$ cat src/rtl/gpio_apb_seq.sv
// APB4 master that replays a small step table (register writes, delays, bit polls)
// into the GPIO slave, loaded over a config port and launched by a start pulse.
module gpio_apb_seq #(
  parameter int unsigned DEPTH       = 8,
  parameter logic [31:0] BASE_ADDR   = 32'h0,
  parameter int unsigned DELAY_WIDTH = 16
) (
  input  logic                     pclk,
  input  logic                     presetn,
  input  logic                     cfg_we_i,
  input  logic [$clog2(DEPTH)-1:0] cfg_idx_i,
  input  logic [1:0]               cfg_op_i,
  input  logic [3:0]               cfg_reg_i,
  input  logic [31:0]              cfg_arg_i,
  input  logic                     start_i,
  input  logic                     abort_i,
  output logic                     busy_o,
  output logic                     done_o,
  output logic                     err_o,
  output logic [$clog2(DEPTH)-1:0] pc_o,
  output logic [31:0]              paddr_o,
  output logic                     psel_o,
  output logic                     penable_o,
  output logic                     pwrite_o,
  output logic [31:0]              pwdata_o,
  output logic [3:0]               pstrb_o,
  input  logic [31:0]              prdata_i,
  input  logic                     pready_i,
  input  logic                     pslverr_i
);
  localparam int unsigned PW = $clog2(DEPTH);

  localparam logic [1:0] OP_END  = 2'b00;
  localparam logic [1:0] OP_WR   = 2'b01;
  localparam logic [1:0] OP_DLY  = 2'b10;
  localparam logic [1:0] OP_POLL = 2'b11;

  typedef struct packed {
    logic [1:0]  op;
    logic [3:0]  rsel;
    logic [31:0] arg;
  } step_t;

  typedef enum logic [2:0] {
    S_IDLE, S_FETCH, S_SETUP, S_ACCESS, S_DELAY, S_DONE
  } state_t;

  state_t                 state_q, state_d;
  step_t                  step_mem [DEPTH];
  step_t                  cur;
  logic [DELAY_WIDTH-1:0] cnt_q, cnt_d;
  logic                   abort_q, abort_d;
  logic [PW-1:0]          pc_d;
  logic                   err_d;
  logic [31:0]            paddr_d, pwdata_d;
  logic                   pwrite_d;
  logic [3:0]             pstrb_d;
  logic                   adv, abort_now, hit;
  logic [DELAY_WIDTH-1:0] dly;

  assign cur = step_mem[pc_o];

  // Step table: no reset, only writable while the sequencer is idle.
  always_ff @(posedge pclk) begin
    if (cfg_we_i && state_q == S_IDLE) begin
      step_mem[cfg_idx_i] <= step_t'{op: cfg_op_i, rsel: cfg_reg_i, arg: cfg_arg_i};
    end
  end

  // Next-state and next-output logic.
  always_comb begin
    state_d   = state_q;
    pc_d      = pc_o;
    cnt_d     = cnt_q;
    abort_d   = abort_q;
    err_d     = err_o;
    paddr_d   = paddr_o;
    pwrite_d  = pwrite_o;
    pwdata_d  = pwdata_o;
    pstrb_d   = pstrb_o;
    adv       = 1'b0;
    abort_now = abort_q | abort_i;
    hit       = (prdata_i & cur.arg) != 32'h0;
    dly       = cur.arg[DELAY_WIDTH-1:0];

    if (state_q != S_IDLE && abort_i) abort_d = 1'b1;

    case (state_q)
      S_IDLE: begin
        if (start_i) begin
          state_d = S_FETCH;
          pc_d    = '0;
          err_d   = 1'b0;
          abort_d = 1'b0;
        end
      end
      S_FETCH: begin
        if (abort_now || cur.op == OP_END) begin
          state_d = S_DONE;
        end else if (cur.op == OP_DLY) begin
          if (dly == '0) adv = 1'b1;
          else begin
            state_d = S_DELAY;
            cnt_d   = dly;
          end
        end else begin
          state_d  = S_SETUP;
          paddr_d  = BASE_ADDR + (32'(cur.rsel) << 2);
          pwrite_d = (cur.op == OP_WR);
          pwdata_d = (cur.op == OP_WR) ? cur.arg : 32'h0;
          pstrb_d  = (cur.op == OP_WR) ? 4'hF : 4'h0;
        end
      end
      S_SETUP: state_d = S_ACCESS;
      S_ACCESS: begin
        if (pready_i) begin
          if (pslverr_i) begin
            err_d   = 1'b1;
            state_d = S_DONE;
          end else if (cur.op == OP_WR || hit) begin
            adv = 1'b1;
          end else if (abort_now) begin
            state_d = S_DONE;
          end else begin
            state_d = S_SETUP;
          end
        end
      end
      S_DELAY: begin
        if (abort_now) state_d = S_DONE;
        else if (cnt_q == DELAY_WIDTH'(1)) adv = 1'b1;
        else cnt_d = cnt_q - DELAY_WIDTH'(1);
      end
      S_DONE:  state_d = S_IDLE;
      default: state_d = S_IDLE;
    endcase

    // Step completion: stop on abort or at the last entry, never wrap.
    if (adv) begin
      if (abort_now || pc_o == PW'(DEPTH - 1)) begin
        state_d = S_DONE;
      end else begin
        pc_d    = pc_o + PW'(1);
        state_d = S_FETCH;
      end
    end
  end

  always_ff @(posedge pclk or negedge presetn) begin
    if (!presetn) begin
      state_q   <= S_IDLE;
      pc_o      <= '0;
      cnt_q     <= '0;
      abort_q   <= 1'b0;
      err_o     <= 1'b0;
      busy_o    <= 1'b0;
      done_o    <= 1'b0;
      psel_o    <= 1'b0;
      penable_o <= 1'b0;
      paddr_o   <= 32'h0;
      pwrite_o  <= 1'b0;
      pwdata_o  <= 32'h0;
      pstrb_o   <= 4'h0;
    end else begin
      state_q   <= state_d;
      pc_o      <= pc_d;
      cnt_q     <= cnt_d;
      abort_q   <= abort_d;
      err_o     <= err_d;
      busy_o    <= (state_d != S_IDLE);
      done_o    <= (state_d == S_DONE);
      psel_o    <= (state_d == S_SETUP) || (state_d == S_ACCESS);
      penable_o <= (state_d == S_ACCESS);
      paddr_o   <= paddr_d;
      pwrite_o  <= pwrite_d;
      pwdata_o  <= pwdata_d;
      pstrb_o   <= pstrb_d;
    end
  end
endmodule

$ cat config.mk
export PLATFORM = sky130hd
export DESIGN_NAME = gpio_apb_seq
export DESIGN_NICKNAME = d
export VERILOG_FILES = /design/src/rtl/gpio_apb_seq.sv
export SDC_FILE = /design/constraint.sdc
export NUM_CORES = 1
export LEC_CHECK = 0
export CORE_ASPECT_RATIO = 0.9
export CORE_MARGIN = 2
export CORE_UTILIZATION = 50
export CTS_BUF_LIST = sky130_fd_sc_hd__clkbuf_4
export CTS_CLUSTER_SIZE = 28
export DETAILED_ROUTE_END_ITERATION = 8
export DONT_BUFFER_PORTS = 1
export PLACE_DENSITY = 0.66
export SETUP_SLACK_MARGIN = 0.3
export SLEW_MARGIN = 20
export SYNTH_ARGS = -nofsm -noshare
export SYNTH_HDL_FRONTEND = slang
export SYNTH_SLANG_ARGS = --single-unit
$ cat constraint.sdc
create_clock -name pclk -period 6.6 [get_ports pclk]
set_input_delay 1.32 -clock pclk [delete_from_list [all_inputs] [get_ports pclk]]
set_output_delay 1.32 -clock pclk [all_outputs]
set_load 0.02 [all_outputs]
Word-level counts from Yosys, hierarchy flattened
Memory sizes are Yosys's and may differ from the RTL's.
Cells that the tools add are included.
- memories: 1
- bits in writable memories: 304
- output and inout bits: 77
- bits in registers: 69
- input bits: 80
- word-level logic and storage cells: 98
- equality and inequality tests: 19
- reduce and logical (&&, ||, !) cells: 17
- bitwise operators: 4
- mux-type cells: 42
- add/sub/neg operators: 2
- memory list (name ; words ; bits a word ; rd ports ; clocked after memory_dff ; wr ports ; RTL line ; text):
    step_mem ; 8 ; 38 ; 1 ; 0 ; 1 ; 49 ; step_t step_mem [DEPTH];
- operators by type and width (kind ; number):
    $mux W16 ; 5
    $mux W3 ; 15
    $and A32 B32 Y32 ; 1
    $mux W32 ; 1
    $pmux W16 S2 ; 1
    $reduce_bool A32 Y1 ; 1
    $eq A16 B1 Y1 const B ; 1
    $logic_not A16 Y1 ; 1
    $mux W1 ; 16
    $ne A2 B2 Y1 const B ; 8
    $sub A16 B1 Y16 const B ; 1
    $pmux W3 S5 ; 1
    $eq A3 B2 Y1 const B ; 4
    $eq A3 B3 Y1 const B ; 3
    $reduce_and A6 Y1 ; 1
    $reduce_bool A3 Y1 ; 2
    $logic_or A1 B1 Y1 ; 4
    $mux W4 ; 1
    $reduce_and A4 Y1 ; 1
    $reduce_bool A2 Y1 ; 2
    $add A3 B1 Y3 const B ; 1
    $eq A3 B1 Y1 const B ; 1
    $logic_not A3 Y1 ; 1
    $pmux W1 S3 ; 1
    other kinds (8) ; 10

Longest topological paths before layout
An unclocked memory read counts as a cell.
- depth after elaboration: 11
- gate-level depth with buffers: 13
- depth with buffers taken out: 9

Least setup slack after synthesis
No wires, ideal clock.
- path type: input -> register
- start: input port cfg_idx_i[0]
- end: memory step_mem[0][0] in the netlist's numbering (enable)
- data arrival time: 4.149 ns
- required time: 6.119 ns
- path buffers: 0
- stages: 2
- library setup time: 0.481 ns
- path slack: 1.970 ns
- cells stage by stage: nand3b_1 -> nor3_1
- RTL lines (what ; RTL line ; text):
    start, declared ; 11 ; input logic [$clog2(DEPTH)-1:0] cfg_idx_i,
    end, declared ; 49 ;
Straight into the memory's write port.

Worst setup path in the final report
- start: register pc_o[0]
- end: register pc_o[1]
- cells in the longest elaborated chain, start to end: 9
- elaborated cells between the ends (all ways): 21
- those cells by class: 1 x add/sub; 3 x eq/ne; 9 x mux; 1 x bitwise; 6 x reduce/logical; 1 x memory
- ends and longest elaborated chain (what ; RTL line ; text):
    start, declared ; 20 ; output logic [$clog2(DEPTH)-1:0] pc_o,
    start signal, assigned ; 166 ; pc_o <= pc_d;
    $mem_v2 Z8 W38 ; n/a ;
    $and A32 B32 Y32 ; 83 ; hit = (prdata_i & cur.arg) != 32'h0;
    $reduce_bool A32 Y1 ; 83 ;
    $logic_or A1 B1 Y1 ; 120 ; end else if (cur.op == OP_WR || hit) begin
    $mux W1 ; 120 ;
    $mux W1 ; 117 ; if (pslverr_i) begin
    $mux W1 ; 116 ; if (pready_i) begin
    $pmux W1 S3 ; 88 ; case (state_q)
    $mux W3 (*) ; 139 ; if (adv) begin
    via pc_d[1] ; 53 ; logic [PW-1:0] pc_d;
The timed path passes the listed nets; every way through them passes the cells marked *.
A chain may end at the register's enable or synchronous reset.

==> impl_metrics.toml <==
[run_status]
outcome = "completed"

[grt]
antenna_found_initial = 2
grt.total_usage_pct = 21.8
grt_util_met3_pct = 7.53
grt_overflow = 0
busiest_layer = "met2"
grt_max_degree = 66
grt_use_met1_pct = 29.5
grt_first_pass_wirelength_mm = 51.2
grt_pass1_vias = 8494
met2_usage_pct = 32.8

[sta]
whs_ns = 0.292
maxSlewHeadroom_pct = 33.1
fin_crit_ns = 4.21
fmax_mhz = 238
drv_slew = 0
tns_ns = 0
fin_crit_sh_pct = 63.7
setup_violations = 0
rsz0062_at_grt = "no"
hold_viol_final = 0
finalClockSkew_ns = 0.0452
fin_ws_ns = 2.39
worst_pin_slew_ns = 1.00

[run]
max_cap_viol_count = 0

[place]
portBuffers = 0
gp_congestion = 0.895
dpl.cell_count = 1314
hpwlAfterDp_mm = 20.8
dp_slack_ns = 2.33

[cells_and_area]
multi_input_area_mm2 = 0.00411
seqCellArea_mm2 = 0.0108
finalNonFillerCells = 1479
final_common_cell = "edfxtp_1"
layout_common_cells = "edfxtp_1 (304), clkbuf_4 (148), nand2_1 (88), dfrtp_1 (62), mux2i_1 (59)"
area_growth_pct = 10.1
nets = 1091
drive_gt1_share_pct = 23.9
nFillCells = 2354

[clock_network]
cts_root_buf = "clkbuf_4"
clk_latency_ns = 0.72
htreeDepth = 3
tritoncts = "done"
postCtsHoldBufs = 0
cts_resized = 0
post-cts-setup-buffer-count = 0
clkTransAtPathRegs_ns = 0.07
numCtsBuffers = 94
clock-sinks = 369
clockBufferDepth = 3

[synth]
synth_cells = 946
yosys_warnings = 0
syn_area_mm2 = 0.0152
yosysSeqAreaShare_pct = 70.6
synth_flop_cell = "edfxtp_1"
ys_seq_elements = 369
synthDistinctLibCells = 61
async_flop_share_pct = 17.6
avgSynthCellArea_um2 = 16.1
synth_edf_count = 304

[worst_hold_path]
hold_path_class = "in2async"

[critical_path]
cpPeakStageDelay_ns = 0.96
crit_cells = 9
worstPathArrival_ns = 4.82
crit_chain = "buf_4 > mux4_2 > mux2_2 > a22oi_1 > nand4_1 > nor4_4 > a21oi_2 > o31ai_2 > mux2i_1"
crit_path_top_delay_cell = "dfrtp_4"
r2r_slack_ns = 2.39
critPathLaunchType = "flop"
critPathMaxFanout = 47
r2r_start = "pc_o[0]"
critPathKind = "reg2reg"
cp_top_family = "multiplexers"
ff2ff_path_depth = 9
end_kind = "flop"
critPathBufInv = 1
required_ns = 7.21
worstReg2RegEnd = "pc_o[1]"

[die]
coreArea_mm2 = 0.0300
die_h_um = 170
die_x_um = 188
rows = 60
ios = 157
start_util_pct = 50.9
die_area_mm2 = 0.0319

[power]
total_power_mw = 5.68
p_int_mw = 4.04
p_leak_nw = 5.69
ir_drop_v = 0.000170
switching_share_pct = 28.8
p_switching_mw = 1.64
power_frac_seq_pct = 54.3
p_clk_share_pct = 33.9
combPwrFrac_pct = 11.9
cellPowerDensity_mw_per_mm2 = 339

[routing]
wire_per_inst_um = 23.2
drtIter0Drc = 774
vias_per_cell = 5.74
first_pass_iters = 6
drc = 0
vias = 8484
ant_nets = 0
drt_wl_total_mm = 34.3
flip-flops by register name, indices dropped and copies added, names as in the netlist:
name / flops
psel_o: 1
pstrb_o: 1
penable_o: 1
done_o: 1
err_o: 1
state_q: 3
busy_o: 1
abort_q: 1
paddr_o: 4
pc_o: 3
step_mem: 304
pwdata_o: 32
cnt_q: 16
synth_stat cells, types with 9 or more instances:
library cell,n,area [µm²]
mux2i_1,59,591
o31ai_1,11,82.6
a21oi_1,19,95.1
nor2_1,43,161
nand2_1,89,334
clkbuf_1,14,52.6
a22oi_1,24,180
o21ai_0,44,220
buf_2,16,80.1
dfrtp_1,65,1630
nor3_1,14,70.1
mux2_2,17,191
mux4_2,50,1130
buf_4,35,263
inv_1,17,63.8
edfxtp_1,304,9130
nand4_1,9,56.3
worst max-delay path by stage:
stage / from / endpoint / slack (ns)
global placement: pc_o[0] / busy_o / 2.39
CTS: pc_o[0] / pc_o[1] / 2.30
global route: pc_o[2] / cnt_q[4] / 2.14
finish: pc_o[0] / pc_o[1] / 2.39
floorplan: cfg_idx_i[0] / step_mem[0][0] / 1.97
detailed placement: pc_o[0] / pc_o[1] / 2.33
power by group through the flow:
| stage | Sequential [mW] | Clock (mW) | Combinational [mW] |
|---|---|---|---|
| 3_3_place_gp | 3.12 | 0 | 0.653 |
| 3_5_place_dp | 3.13 | 0 | 0.668 |
| 4_1_cts | 3.08 | 1.97 | 0.671 |
| 5_1_grt | 3.11 | 2.08 | 0.758 |
| 6_report | 3.08 | 1.92 | 0.675 |
| 2_1_floorplan | 3.04 | 0 | 0.571 |
through the flow:
stage / cell area, µm² / util, %
after global placement: 15500 / 51.9
after floorplan: 15300 / -
after CTS: 16800 / 56.0
after global routing: 16800 / 56.0
final: 16800 / 56.0
after detailed placement: 15500 / 51.9
metal layers:
| layer | vias to the layer above | share of wire (%) |
|---|---|---|
| met5 | - | 0 |
| met2 | 354 | 45 |
| li1 | 3801 | - |
| met4 | 0 | 2.7 |
| met3 | 68 | 9.4 |
| met1 | 4261 | 42 |
final cells by class:
| type | count | share of cell area (%) |
|---|---|---|
| inverters | 17 | 0.381 |
| multi-input cells | 511 | 24.5 |
| flip-flops and latches | 369 | 64.2 |
| diodes | 2 | 0.0299 |
| clock buffers | 148 | 6.63 |
| well taps | 403 | 3.01 |
| clock inverters | 15 | 0.619 |
| repair buffers | 14 | 0.627 |
kinds of logic after synthesis:
group,Yosys count,share of synthesized area [%]
adders and majority gates,4,0.329
DFF,369,70.6
other,1,0.0246
muxes,129,13.0
AOI/OAI and AO/OA,145,6.23
buffers and inverters,93,3.49
and+or+nand+nor,205,6.36
(Power assumes the default switching activity.)
